$ cat src/rtl/axis_join_arbiter_4_pkg.sv
// Shared types and constants for the 4-port AXI4-Stream join arbiter and its
// round-robin select.
package axis_join_arbiter_4_pkg;

   localparam int AXIS_DATA_WIDTH = 64;
   localparam int AXIS_S_COUNT    = 4;

   typedef enum logic {
      ST_IDLE = 1'b0,
      ST_PKT  = 1'b1
   } join_state_t;

   // Width of a port index; never narrower than one bit.
   function automatic int id_width(input int s_count);
      return (s_count > 1) ? $clog2(s_count) : 1;
   endfunction

endpackage

$ cat src/rtl/axis_join_arbiter_4_if.sv
// Handshake bundle of the join: S_COUNT input streams, one tagged output
// stream, the per-input enables and the busy flag.
interface axis_join_arbiter_4_if
   import axis_join_arbiter_4_pkg::*;
#(
   parameter int DATA_WIDTH = AXIS_DATA_WIDTH,
   parameter int S_COUNT    = AXIS_S_COUNT
);
   localparam int ID_W = id_width(S_COUNT);

   logic [S_COUNT-1:0]            ien;
   logic [S_COUNT-1:0]            s_axis_tready;
   logic [S_COUNT*DATA_WIDTH-1:0] s_axis_tdata;
   logic [S_COUNT-1:0]            s_axis_tlast;
   logic [S_COUNT-1:0]            s_axis_tvalid;
   logic                          m_axis_tready;
   logic [DATA_WIDTH-1:0]         m_axis_tdata;
   logic                          m_axis_tlast;
   logic                          m_axis_tvalid;
   logic [ID_W-1:0]               m_axis_tid;
   logic                          busy;

   // The join itself.
   modport slave (
      input  ien, s_axis_tdata, s_axis_tlast, s_axis_tvalid, m_axis_tready,
      output s_axis_tready, m_axis_tdata, m_axis_tlast, m_axis_tvalid,
             m_axis_tid, busy
   );

   // The surrounding datapath: sources, sink and control.
   modport master (
      output ien, s_axis_tdata, s_axis_tlast, s_axis_tvalid, m_axis_tready,
      input  s_axis_tready, m_axis_tdata, m_axis_tlast, m_axis_tvalid,
             m_axis_tid, busy
   );

endinterface

$ cat src/rtl/axis_join_arbiter_4_rr_arbiter.sv
// Combinational round-robin select: first requester after last_grant,
// searching upward with wrap-around.
module axis_rr_arbiter
   import axis_join_arbiter_4_pkg::*;
#(
   parameter int S_COUNT = AXIS_S_COUNT,
   parameter int ID_W    = id_width(S_COUNT)
) (
   input  logic [S_COUNT-1:0] req,
   input  logic [ID_W-1:0]    last_grant,
   output logic [ID_W-1:0]    grant,
   output logic               valid
);

   always_comb begin
      int          idx;
      logic [ID_W-1:0] pick;
      // NOTE: every output and temporary gets a value before the loop, so no
      // path through this block can leave a latch behind.
      grant = '0;
      valid = 1'b0;
      idx   = 0;
      pick  = '0;
      for (int i = 1; i <= S_COUNT; i++) begin
         idx  = (int'(last_grant) + i) % S_COUNT;
         pick = ID_W'(idx);
         if (!valid && req[pick]) begin
            valid = 1'b1;
            grant = pick;
         end
      end
   end

endmodule

$ cat src/rtl/axis_join_arbiter_4.sv
// Four-input AXI4-Stream join: round-robin whole-packet grants, registered
// output tagged with the source port index.
module axis_join_arbiter_4
   import axis_join_arbiter_4_pkg::*;
#(
   parameter int DATA_WIDTH = AXIS_DATA_WIDTH,
   parameter int S_COUNT    = AXIS_S_COUNT
) (
   input  logic                  clk,
   input  logic                  rst,
   axis_join_arbiter_4_if.slave  bus
);

   localparam int ID_W = id_width(S_COUNT);

   join_state_t           state;
   logic [ID_W-1:0]       grant;
   logic [ID_W-1:0]       last_grant;
   logic [ID_W-1:0]       arb_grant;
   logic                  arb_valid;
   logic [S_COUNT-1:0]    req;
   logic                  out_ready;
   logic                  beat_acc;
   logic [DATA_WIDTH-1:0] s_data [S_COUNT];

   for (genvar g = 0; g < S_COUNT; g++) begin : g_unpack
      assign s_data[g] = bus.s_axis_tdata[g*DATA_WIDTH +: DATA_WIDTH];
   end

   // Enables only matter at arbitration time; a running packet ignores them.
   assign req       = bus.s_axis_tvalid & bus.ien;
   assign out_ready = bus.m_axis_tready | ~bus.m_axis_tvalid;
   assign beat_acc  = (state == ST_PKT) & bus.s_axis_tvalid[grant] & out_ready;
   assign bus.busy  = (state == ST_PKT);

   axis_rr_arbiter #(
      .S_COUNT (S_COUNT),
      .ID_W    (ID_W)
   ) u_rr_arbiter (
      .req        (req),
      .last_grant (last_grant),
      .grant      (arb_grant),
      .valid      (arb_valid)
   );

   always_comb begin
      bus.s_axis_tready = '0;
      if (state == ST_PKT) begin
         bus.s_axis_tready[grant] = out_ready;
      end
   end

   always_ff @(posedge clk or posedge rst) begin
      if (rst) begin
         state             <= ST_IDLE;
         grant             <= '0;
         last_grant        <= ID_W'(S_COUNT - 1);
         bus.m_axis_tvalid <= 1'b0;
         bus.m_axis_tdata  <= '0;
         bus.m_axis_tlast  <= 1'b0;
         bus.m_axis_tid    <= '0;
      end else begin
         // NOTE: non-blocking assignments throughout, so every register here
         // samples the pre-edge value of grant/state regardless of order.
         if (out_ready) begin
            bus.m_axis_tvalid <= beat_acc;
            if (beat_acc) begin
               bus.m_axis_tdata <= s_data[grant];
               bus.m_axis_tlast <= bus.s_axis_tlast[grant];
               bus.m_axis_tid   <= grant;
            end
         end

         case (state)
            ST_IDLE: begin
               if (arb_valid) begin
                  grant <= arb_grant;
                  state <= ST_PKT;
               end
            end
            ST_PKT: begin
               if (beat_acc && bus.s_axis_tlast[grant]) begin
                  last_grant <= grant;
                  state      <= ST_IDLE;
               end
            end
            default: state <= ST_IDLE;
         endcase
      end
   end

endmodule
$ cat src/flat_wrapper.sv
// flat-port wrapper written by rule: the top's interface ports become plain ports
module axis_join_arbiter_4_flat import axis_join_arbiter_4_pkg::*;
#(
   parameter int DATA_WIDTH = AXIS_DATA_WIDTH,
   parameter int S_COUNT    = AXIS_S_COUNT
)
  (clk, rst, bus_ien, bus_s_axis_tdata, bus_s_axis_tlast, bus_s_axis_tvalid, bus_m_axis_tready, bus_s_axis_tready, bus_m_axis_tdata, bus_m_axis_tlast, bus_m_axis_tvalid, bus_m_axis_tid, bus_busy);
  axis_join_arbiter_4_if #(.DATA_WIDTH(DATA_WIDTH), .S_COUNT(S_COUNT)) bus_i ();
  input  logic clk;
  input  logic rst;
  input wire logic [$bits(bus_i.ien)-1:0] bus_ien;
  input wire logic [$bits(bus_i.s_axis_tdata)-1:0] bus_s_axis_tdata;
  input wire logic [$bits(bus_i.s_axis_tlast)-1:0] bus_s_axis_tlast;
  input wire logic [$bits(bus_i.s_axis_tvalid)-1:0] bus_s_axis_tvalid;
  input wire logic [$bits(bus_i.m_axis_tready)-1:0] bus_m_axis_tready;
  output wire logic [$bits(bus_i.s_axis_tready)-1:0] bus_s_axis_tready;
  output wire logic [$bits(bus_i.m_axis_tdata)-1:0] bus_m_axis_tdata;
  output wire logic [$bits(bus_i.m_axis_tlast)-1:0] bus_m_axis_tlast;
  output wire logic [$bits(bus_i.m_axis_tvalid)-1:0] bus_m_axis_tvalid;
  output wire logic [$bits(bus_i.m_axis_tid)-1:0] bus_m_axis_tid;
  output wire logic [$bits(bus_i.busy)-1:0] bus_busy;
  assign bus_i.ien = bus_ien;
  assign bus_i.s_axis_tdata = bus_s_axis_tdata;
  assign bus_i.s_axis_tlast = bus_s_axis_tlast;
  assign bus_i.s_axis_tvalid = bus_s_axis_tvalid;
  assign bus_i.m_axis_tready = bus_m_axis_tready;
  assign bus_s_axis_tready = bus_i.s_axis_tready;
  assign bus_m_axis_tdata = bus_i.m_axis_tdata;
  assign bus_m_axis_tlast = bus_i.m_axis_tlast;
  assign bus_m_axis_tvalid = bus_i.m_axis_tvalid;
  assign bus_m_axis_tid = bus_i.m_axis_tid;
  assign bus_busy = bus_i.busy;
  axis_join_arbiter_4 #(.DATA_WIDTH(DATA_WIDTH), .S_COUNT(S_COUNT)) u_core (.clk(clk), .rst(rst), .bus(bus_i));
endmodule
$ cat config.mk
export PLATFORM = sky130hd
export DESIGN_NAME = axis_join_arbiter_4_flat
export DESIGN_NICKNAME = d
export VERILOG_FILES = /design/src/rtl/axis_join_arbiter_4_pkg.sv /design/src/rtl/axis_join_arbiter_4_if.sv /design/src/rtl/axis_join_arbiter_4_rr_arbiter.sv /design/src/rtl/axis_join_arbiter_4.sv /design/src/flat_wrapper.sv
export SDC_FILE = /design/constraint.sdc
export NUM_CORES = 1
export LEC_CHECK = 0
export BUFFER_PORTS_ARGS = -buffer_cell sky130_fd_sc_hd__buf_2
export CAP_MARGIN = 0
export CORE_AREA = 8 8 127 129
export CTS_CLUSTER_SIZE = 16
export DETAILED_ROUTE_END_ITERATION = 10
export DIE_AREA = 0 0 135 137
export HOLD_SLACK_MARGIN = 0.15
export PLACE_DENSITY = 0.66
export REMOVE_ABC_BUFFERS = 1
export SLEW_MARGIN = 20
export SYNTH_ARGS = -nofsm -noshare
export SYNTH_HDL_FRONTEND = slang
export SYNTH_HIERARCHICAL = 1
export SYNTH_SLANG_ARGS = --single-unit
$ cat constraint.sdc
create_clock -name clk -period 2.9 [get_ports clk]
set_input_delay 0.29 -clock clk [delete_from_list [all_inputs] [get_ports clk]]
set_output_delay 0.29 -clock clk [all_outputs]
set_load 0.01 [all_outputs]
# Word-level counts from Yosys, hierarchy flattened
# Cells that the tools add are included.
[totals]
reg_bits = 73
latch_bits = 0
ram_bits = 0
mem_bits_ro = 0
in_bits = 271
out_inout_bits = 73
word_cells = 66
n_memories = 0
[op_classes]
addsub = 4
multipliers = 0
n_div = 0
magnitude_cmp = 7
n_eq_ne = 0
n_shift = 0
muxes = 29
bitwise = 8
n_reduce_logical = 11
[ops]
columns = ["op", "n"]
rows = [
  ["$bmux 64 s2", 1],
  ["$mux 64", 2],
  ["$lt 2x3->1 const B", 5],
  ["$mux 1", 13],
  ["$bmux 1 s2", 6],
  ["$and 4x4->4", 2],
  ["$mux 2", 4],
  ["$reduce_and 2->1", 3],
  ["$logic_and 1x1->1", 5],
  ["$add 2x1->2 const B", 2],
  ["$add 2x2->2 const B", 2],
  ["$mux 4", 1],
  ["$ge 3x3->1 const B", 1],
  ["$logic_not 1->1", 3],
  ["$not 2->3", 1],
  ["$and 1x1->1", 2],
  ["$demux 1 s2", 1],
  ["$ge 2x1->1 const B", 1],
  ["$not 1->1", 2],
  ["$pmux 1 s2", 1],
  ["$or 1x1->1", 1],
]

# Longest topological paths before layout
# Gate-level depths: netlist of run 1.
[depth]
word_depth = 15
ltp_mapped = 6
depth_no_buf = 6

# Cells and area by module
# The synthesis of run 1 kept the hierarchy.
[by_module_without_submodules]
columns = ["mod", "n_inst", "cells_each", "area_each_um2", "seq_area_each_um2"]
rows = [
  ["axis_join_arbiter_4", 1, 253, 4365.4, 1829.3],
  ["axis_rr_arbiter", 1, 14, 91.3, 0.0],
]

# Worst setup path after synthesis of run 1
# No wires, ideal clock.
[synth_path]
kind = "register to register"
from = "register u_core.grant[1]"
to = "register u_core.bus.m_axis_tdata[0]"
setup_ps = 127
arrival_time_ps = 1710
required_time_ps = 2773
setup_slack_ps = 1062
stages_incl_launch_ff = 6
n_path_buf = 3
period_less_slack_ps = 1838
path_cell_list = "dfrtp_1 > buf_2 > buf_1 > clkbuf_1 > mux4_2 > mux2_1"
[synth_between]
elab_chain_len = 5
elab_cells_between_ends = 9
classes_between = "mux (5); bitwise (3); reduce/logical (1)"
[synth_rtl]
columns = ["item", "line_no", "rtl"]
rows = [
  ["from (decl)", "axis_join_arbiter_4.sv:17", "logic [ID_W-1:0] grant;"],
  ["from (signal assigned)", "axis_join_arbiter_4.sv:77", "grant <= arb_grant;"],
  ["$bmux 1 s2", "axis_join_arbiter_4.sv:33", "assign beat_acc = (state == ST_PKT) & bus.s_axis_tvalid[grant] & out_ready;"],
  ["$mux 1 (not written as such)", "axis_join_arbiter_4.sv:33", ""],
  ["$and 1x1->1 (2 in series)", "axis_join_arbiter_4.sv:33", ""],
  ["$reduce_and 2->1 (no source line)", "--", ""],
  ["to (signal assigned)", "axis_join_arbiter_4.sv:68", "bus.m_axis_tdata <= s_data[grant];"],
  ["to (decl)", "axis_join_arbiter_4_if.sv:26", "output s_axis_tready, m_axis_tdata, m_axis_tlast, m_axis_tvalid,"],
]
# Parallel ways exist; a longest one is shown, timed or not. The select of a mux whose other input is x is not followed.
# A chain may end at the register's enable or synchronous reset.

# Final worst setup path of run 1
[layout_path]
from = "register u_core.grant[0]"
to = "register u_core.last_grant[1]"
[layout_between]
elab_chain_len = 6
elab_cells_between_ends = 8
classes_between = "mux (4); bitwise (2); reduce/logical (2)"
[layout_rtl]
columns = ["item", "line_no", "rtl"]
rows = [
  ["$bmux 1 s2", "axis_join_arbiter_4.sv:33", ""],
  ["$mux 1 (not written as such)", "axis_join_arbiter_4.sv:33", ""],
  ["$and 1x1->1 (2 in series)", "axis_join_arbiter_4.sv:33", ""],
  ["$logic_and 1x1->1 *", "axis_join_arbiter_4.sv:82", "if (beat_acc && bus.s_axis_tlast[grant]) begin"],
  ["$reduce_and 2->1 (no source line) *", "--", ""],
  ["to (signal assigned)", "axis_join_arbiter_4.sv:57", "last_grant <= ID_W'(S_COUNT - 1);"],
  ["to (signal assigned)", "axis_join_arbiter_4.sv:83", "last_grant <= grant;"],
  ["to (decl)", "axis_join_arbiter_4.sv:18", "logic [ID_W-1:0] last_grant;"],
]
# Mark *: on every way between the ends. The rest lies on a longest branch, timed or not. The select of a mux whose other input is x is not followed.

==> results of run 1 <==
## metrics by stage
step	hold WS (ns)	setup WS [ns]	instances	TNS, ns
2_1_floorplan	0.533	-2.10	244	-144.44
6_report	0.384	0.837	794	0
4_1_cts	0.365	0.802	794	0
3_3_place_gp	0.412	0.882	777	0
3_5_place_dp	0.422	0.812	777	0
5_1_grt	0.373	0.733	794	0
## layout make-up
cell class	instances	area, sq um	share of cell area [%]
Multi-Input combinational cell	168	2470	36.9
Tap cell	184	230	3.44
Inverter	3	12.5	0.187
Timing Repair Buffer	350	1800	26.9
Clock buffer	11	243	3.63
Sequential cell	73	1830	27.4
Clock inverter	5	103	1.53
## layout by cell type, fill, tap and decap left out, types with 2 or more instances in the layout
cell | Yosys | routed
mux2_2 | 40 | 40
and2_1 | 4 | 4
clkinv_2 | 0 | 2
mux4_2 | 66 | 66
nand2_1 | 5 | 5
a21oi_1 | 2 | 2
nor2_1 | 4 | 4
nand2b_1 | 4 | 4
clkbuf_16 | 0 | 9
dfrtp_1 | 71 | 69
nor3_1 | 2 | 2
mux2_1 | 29 | 29
buf_12 | 0 | 2
inv_1 | 3 | 2
buf_2 | 7 | 343
bufinv_16 | 0 | 3
dfstp_2 | 2 | 2
buf_4 | 4 | 4
## final timing paths
path,slack [ns],to,cells after the start,startpoint
max in group asynchronous,1.59,u_core/last_grant[0],4,rst
setup / recovery,0.84,u_core/last_grant[1],4,u_core/grant[0]
min in group asynchronous,0.61,u_core/bus.m_axis_tdata[41],3,rst
hold reg to reg,0.49,u_core/bus.m_axis_tdata[18],1,u_core/bus.m_axis_tdata[18]
setup reg to reg,0.84,u_core/last_grant[1],4,u_core/grant[0]
hold / removal,0.38,u_core/bus.m_axis_tdata[11],3,bus_s_axis_tdata[11]
## layer usage
metal  up-vias  global-route usage, %
li1       1751                      -
met1      1878                   16.7
met2       204                   29.4
met3         9                   6.79
met4         0                   5.00
met5         -                      0
## power by group through the flow
stage	registers (mW)	clock network [mW]	logic, mW
global route	1.96	1.36	3.99
finish	1.89	1.27	3.67
detailed placement	1.90	0	3.75
CTS	1.90	1.32	3.75
floorplan	2.41	0	2.08
global placement	1.87	0	3.64
## worst max-delay path, cell delays in order, from the launching register on
cell	delay, ns
dfrtp_4	0.43
buf_12	0.43
mux4_2	0.56
nand4_1	0.18
mux2_2	0.37
## sequential cells by signal, summed over array words and instances (netlist names)
register and cells:
u_core/last_grant 2, u_core/bus.m_axis_tvalid 1, u_core/bus.m_axis_tid 2, u_core/bus.m_axis_tlast 1, u_core/bus.m_axis_tdata 64, u_core/grant 2, u_core/bus.busy 1
## synthesized netlist by cell type, types with 2 or more instances
cell type | n | area (sq um)
clkbuf_1 | 7 | 26.3
nor2_1 | 4 | 15.0
dfstp_2 | 2 | 52.6
mux4_2 | 66 | 1490
a21oi_1 | 2 | 10.0
nor3_1 | 2 | 10.0
buf_8 | 3 | 45.0
mux2_1 | 29 | 327
and2_1 | 4 | 25.0
dfrtp_1 | 71 | 1780
mux2_2 | 40 | 450
nand2_1 | 5 | 18.8
buf_4 | 4 | 30.0
buf_2 | 7 | 35.0
nand2b_1 | 4 | 25.0
inv_1 | 3 | 11.3
## kinds of logic after synthesis
| family | after synthesis | share of synthesized area (%) |
|---|---|---|
| multiplexers | 136 | 51.0 |
| flip-flops | 73 | 41.0 |
| buffers and inverters | 26 | 3.65 |
| AND/OR/NAND/NOR | 24 | 2.89 |
| AO/OA/AOI/OAI | 8 | 1.40 |
==> summary.md, run 1 <==
| Metric | Value |
|---|---|
| Metal-1 WL | `between 5000 and 6000 um` |
| Clk pwr share | `around a fifth` |
| Die height | `137 um` |
| Reg clk slew, reported paths | `around 0.060 ns` |
| Port Buf Inserts | `between 300 and 400` |
| Comb power frac | `53.7%` |
| Internal Power | `about 4.5 mW` |
| Clock root buffer | `clkbuf_16` |
| Max Slew Vio Count | `0` |
| Pin count of the biggest net entering global routing | `between 70 and 80` |
| Yosys warning count | `6` |
| Fmax | `between 0.4 and 0.5 GHz` |
| Routed met3 length | `1830 um` |
| DP Wirelength | `around 13000 um` |
| Worst-Skew Late Latency | `between 0.3 and 0.4 ns` |
| Endpoints failing setup | `0` |
| RSZ-0062 raised after global routing | `false` |
| Synth unique cells | `30` |
| Vias | `around 3800` |
| Antenna violations before repair | `0` |
| Fillers | `between 1000 and 1500` |
| Row count | `44` |
| Synthesized flop and latch total | `between 70 and 80` |
| Drt wl/cell | `19.4 um` |
| Total power | `between 6 and 7 mW` |
| CP Capture Type | `flop` |
| Violation count after the first detailed-route iteration | `111` |
| Layout net count | `between 800 and 900` |
| Top FF cell, synth | `dfrtp_1` |
| Relative slew slack | `between 50% and 60%` |
| CTS tree | `built` |
| P_leak | `~3.2 nW` |
| CTS Buffer Depth | `2` |
| Slew @ Worst Pin | `approximately 0.72 ns` |
| Sw Ratio | `approximately a third` |
| First-pass GRT wire length | `23600 um` |
| Post-synth EDFFs | `0` |
| Mapped Avg Cell Area | `approximately 17 sq um` |
| Placer Congestion | `between 0.8 and 0.9` |
| Fin Clk Skew | `between 0.004 and 0.005 ns` |
| Top Layer Used | `met4` |
| Setup crit start kind | `flop` |
| Share of layout cells above drive strength 1 | `slightly below 80%` |
| Cell area after synthesis | `about 4500 sq um` |
| Number of I/O pins | `about 340` |
| Post-CTS setup buffer count | `0` |
| Layout Utilization | `between 40% and 50%` |
| WP data arrival | `2.32 ns` |
| Die X | `~140 um` |
| Die ar. | `around 18000 sq um` |
| Initial Util | `about a third` |
| GR Overflow Total | `0` |
| Async SR Flop Fraction | `100%` |
| Count of clock tree sinks | `73` |
| Gate Count Post-Synth | `between 200 and 300` |
| Core area | `approximately 14000 sq um` |
| Vias in the first global route | `4565` |
| Critical path type | `flop to flop` |
| Ant. Diodes | `0` |
| Via-to-Cell Ratio | `4.84` |
| Status | `complete, no violations` |
| Final hold vios | `0` |
| Drt pass-1 iters | `4` |
| Placed cell area | `about 6300 sq um` |
| Fin crit share | `between 70% and 80%` |
| Met2 wire len | `approximately 8200 um` |
| Sequential cell area fraction in the yosys report | `between 40 and 50%` |
| DRT Wirelength | `15400 um` |
| Pwr Density | `1020 nW/um^2` |
| Switch Pwr | `2.36 mW` |
| Hold Path Class | `primary input to flop` |
| MaxCap Viol Count | `0` |
| GRT Util Overall | `roughly 16%` |
| CTS H-Tree Depth | `3` |
| Cell area after layout | `between 6000 and 7000 sq um` |
| CP Max Fanout | `71` |
| DRC | `0` |
| CTS resizes | `0` |
| Area Overhead vs Synth | `50.1%` |
| Remaining antenna violation count | `0` |
| Clock period minus final worst setup slack | `2.06 ns` |
| VDD IR max | `0.000616 V` |
| Req. time, crit path | `about 3.2 ns` |
| CTS buffer count | `9` |
| Flop pwr share | `27.6%` |
| # hold bufs at CTS | `1` |
(Power assumes the default switching activity.)
==> inputs of run 2 (changes only) <==
--- a/config.mk
+++ b/config.mk
@@ -7,12 +7,12 @@
 export LEC_CHECK = 0
 export BUFFER_PORTS_ARGS = -buffer_cell sky130_fd_sc_hd__buf_2
 export CAP_MARGIN = 0
-export CORE_AREA = 8 8 127 129
+export CORE_AREA = 8 8 126 128
 export CTS_CLUSTER_SIZE = 16
 export DETAILED_ROUTE_END_ITERATION = 10
-export DIE_AREA = 0 0 135 137
+export DIE_AREA = 0 0 134 136
 export HOLD_SLACK_MARGIN = 0.15
-export PLACE_DENSITY = 0.66
+export PLACE_DENSITY = 0.7
 export REMOVE_ABC_BUFFERS = 1
 export SLEW_MARGIN = 20
 export SYNTH_ARGS = -nofsm -noshare
==> constraint.sdc (replaced) <==
create_clock -name clk -period 1.8 [get_ports clk]
set_input_delay 0.18 -clock clk [delete_from_list [all_inputs] [get_ports clk]]
set_output_delay 0.18 -clock clk [all_outputs]
set_load 0.01 [all_outputs]
==> run 2 against run 1 <==
  * The run now ends with negative setup slack left
  * Critical path depth increased by 1
  * Via count increased by 4.9%
  * Clock-buffer cell count decreased by 1
  * Sequential power increased by 61%
  * Cell count increased by 2.6%
  * Fmax increased by 12%
  * Hold slack got worse by 0.10 ns
  * Largest power group unchanged
  * Highest routed layer is now met5
==> summary.md, run 2 (same netlist as run 1, synthesis figures left out) <==
| Metric | Value |
|---|---|
| Final hold vios | `0` |
| P_leak | `about 3.5 nW` |
| Layout net count | `approximately 900` |
| Die ar. | `around 18000 sq um` |
| Antenna violations before repair | `1` |
| MaxCap Viol Count | `0` |
| Worst Hold Slack | `about 0.28 ns` |
| PnR worst setup slack | `-0.0445 ns` |
| Pin count of the biggest net entering global routing | `40` |
| Setup crit start kind | `flop` |
| CTS buffer count | `9` |
| Row count | `44` |
| Critical path type | `flop to flop` |
| WP data arrival | `2.06 ns` |
| Core area | `about 14000 sq um` |
| CTS H-Tree Depth | `3` |
| Met2 wire len | `about 9000 um` |
| Pwr Density | `1760 nW/um^2` |
| Die height | `between 100 and 150 um` |
| Drt wl/cell | `20.8 um` |
| Clock period minus final worst setup slack | `about 1.8 ns` |
| Failing checks | `negative setup slack` |
| Slowest cell on crit path | `mux4_2` |
| Reg clk slew, reported paths | `~0.060 ns` |
| Area Overhead vs Synth | `60.5%` |
| Max FFs per register | `64` |
| RSZ-0062 raised after global routing | `true` |
| Initial Util | `about a third` |
| Metal-1 WL | `around 6300 um` |
| Worst-Skew Late Latency | `~0.34 ns` |
| Max Slew Vio Count | `0` |
| Vias in the first global route | `a little under 5000` |
| Placed cell area | `6470 sq um` |
| DRT Wirelength | `17000 um` |
| Cell area after layout | `~7200 sq um` |
| VDD IR max | `0.000779 V` |
| Violation count after the first detailed-route iteration | `~120` |
| DRC | `0` |
| CP Capture Type | `flop` |
| Leading cell type in the layout, fill and taps excluded | `buf_2` |
| Slew @ Worst Pin | `approximately 0.32 ns` |
| Remaining antenna violation count | `0` |
| GR Overflow Total | `0` |
| Routed met3 length | `about 1400 um` |
| CTS tree | `built` |
| Ant. Diodes | `0` |
| Largest register by flop count | `u_core/bus.m_axis_tdata` |
| Fin Clk Skew | `~0.0058 ns` |
| Relative slew slack | `78.9%` |
| Endpoints failing setup | `64` |
| Vias | `about 4000` |
| Drt pass-1 iters | `4` |
| Die X | `roughly 130 um` |
| CTS Buffer Depth | `2` |
| Via-to-Cell Ratio | `around 4.9` |
| First-pass GRT wire length | `~24000 um` |
| Placer Congestion | `0.827` |
| Port Buf Inserts | `between 300 and 400` |
| DP Wirelength | `roughly 13000 um` |
| Total power | `12.6 mW` |
| Req. time, crit path | `between 2 and 2.5 ns` |
| CP Max Fanout | `9` |
| Fillers | `around 1200` |
| Number of I/O pins | `about 340` |
| Fin crit share | `102%` |
| Top Layer Used | `met5` |
| Clock root buffer | `clkbuf_16` |
| Count of clock tree sinks | `73` |
| Critical-path cell list | `mux4_2 > nand3_4 > buf_6 > buf_12 > mux2_2` |
| GRT Util Overall | `roughly 17%` |
| Status | `complete, but fails checks` |
| Fmax | `~0.54 GHz` |
| Share of layout cells above drive strength 1 | `83.7%` |
| Hold Path Class | `primary input to flop` |
| Slowest stage delay, CP | `approximately 0.55 ns` |
| Commonest cells after routing, fill and taps aside | `buf_2, dfrtp_1, mux4_2, mux2_4, mux2_2` |
[run 2: cell types whose count changed in the layout (fill, tap and decap cells not counted), sizes merged]
| cell | delta |
|---|---|
| buf | +17 |
| bufinv | -3 |
| clkbuf | +3 |
| clkinvlp | +3 |
| clkinv | +1 |
[run 2: worst paths after layout]
path                                    startpoint                          end  slack, ns  cells after the start
min in group asynchronous                      rst  u_core/bus.m_axis_tdata[39]       0.36                      3
hold / removal                   bus_m_axis_tready     u_core/bus.m_axis_tvalid       0.28                      3
setup / recovery                   u_core/grant[0]  u_core/bus.m_axis_tdata[49]      -0.04                      5
setup reg to reg                   u_core/grant[0]  u_core/bus.m_axis_tdata[49]      -0.04                      5
hold reg to reg            u_core/bus.m_axis_tlast      u_core/bus.m_axis_tlast       0.49                      1
max in group asynchronous                      rst         u_core/last_grant[0]       0.82                      4
[run 2: final cells by class]
cell class	instances	area (sq um)	area share, %
tap	184	230	3.22
sequential	73	1830	25.6
multi-input combinational	168	2640	36.9
clock buffer	10	239	3.34
timing repair buffer	371	2150	30.1
inverter	3	12.5	0.175
clock inverter	6	43.8	0.612
[run 2: power by group]
| group | switching, mW | total, mW | internal (mW) |
|---|---|---|---|
| combinational | 3.18 | 7.88 | 4.70 |
| sequential | 0.495 | 3.05 | 2.56 |
| clock | 0.692 | 1.66 | 0.969 |
[run 2: layer usage]
layer	track usage [%]	vias up
met5	0	-
met4	4.74	2
met1	17.0	2008
met2	30.8	206
met3	6.32	14
li1	-	1799
[run 2: worst max-delay path: cells and delay by family (launching register included)]
family        cells  cell delay (ns)
buf+inv           2             0.26
flops             1             0.42
mux               2             0.89
simple gates      1             0.15
[run 2: stage by stage]
stage	setup TNS (ns)	cells	util (%)	worst slack, ns
after floorplan	-244.26	244	-	-3.20
after global placement	0	787	46.1	0.0262
after detailed placement	-0.199	787	46.1	-0.0156
after CTS	-0.536	804	48.2	-0.0259
after global routing	-4.70	815	50.9	-0.0875
final	-1.81	815	50.9	-0.0445
[run 2: what timing repair did]
action                                  in CTS  in global routing
endpoints found under the setup margin      51                 66
hold endpoints to repair                    53                  0
hold buffers                                 1                  0
buffers inserted                             0                  3
gates cloned                                 0                  8
resized for setup                            0                 51
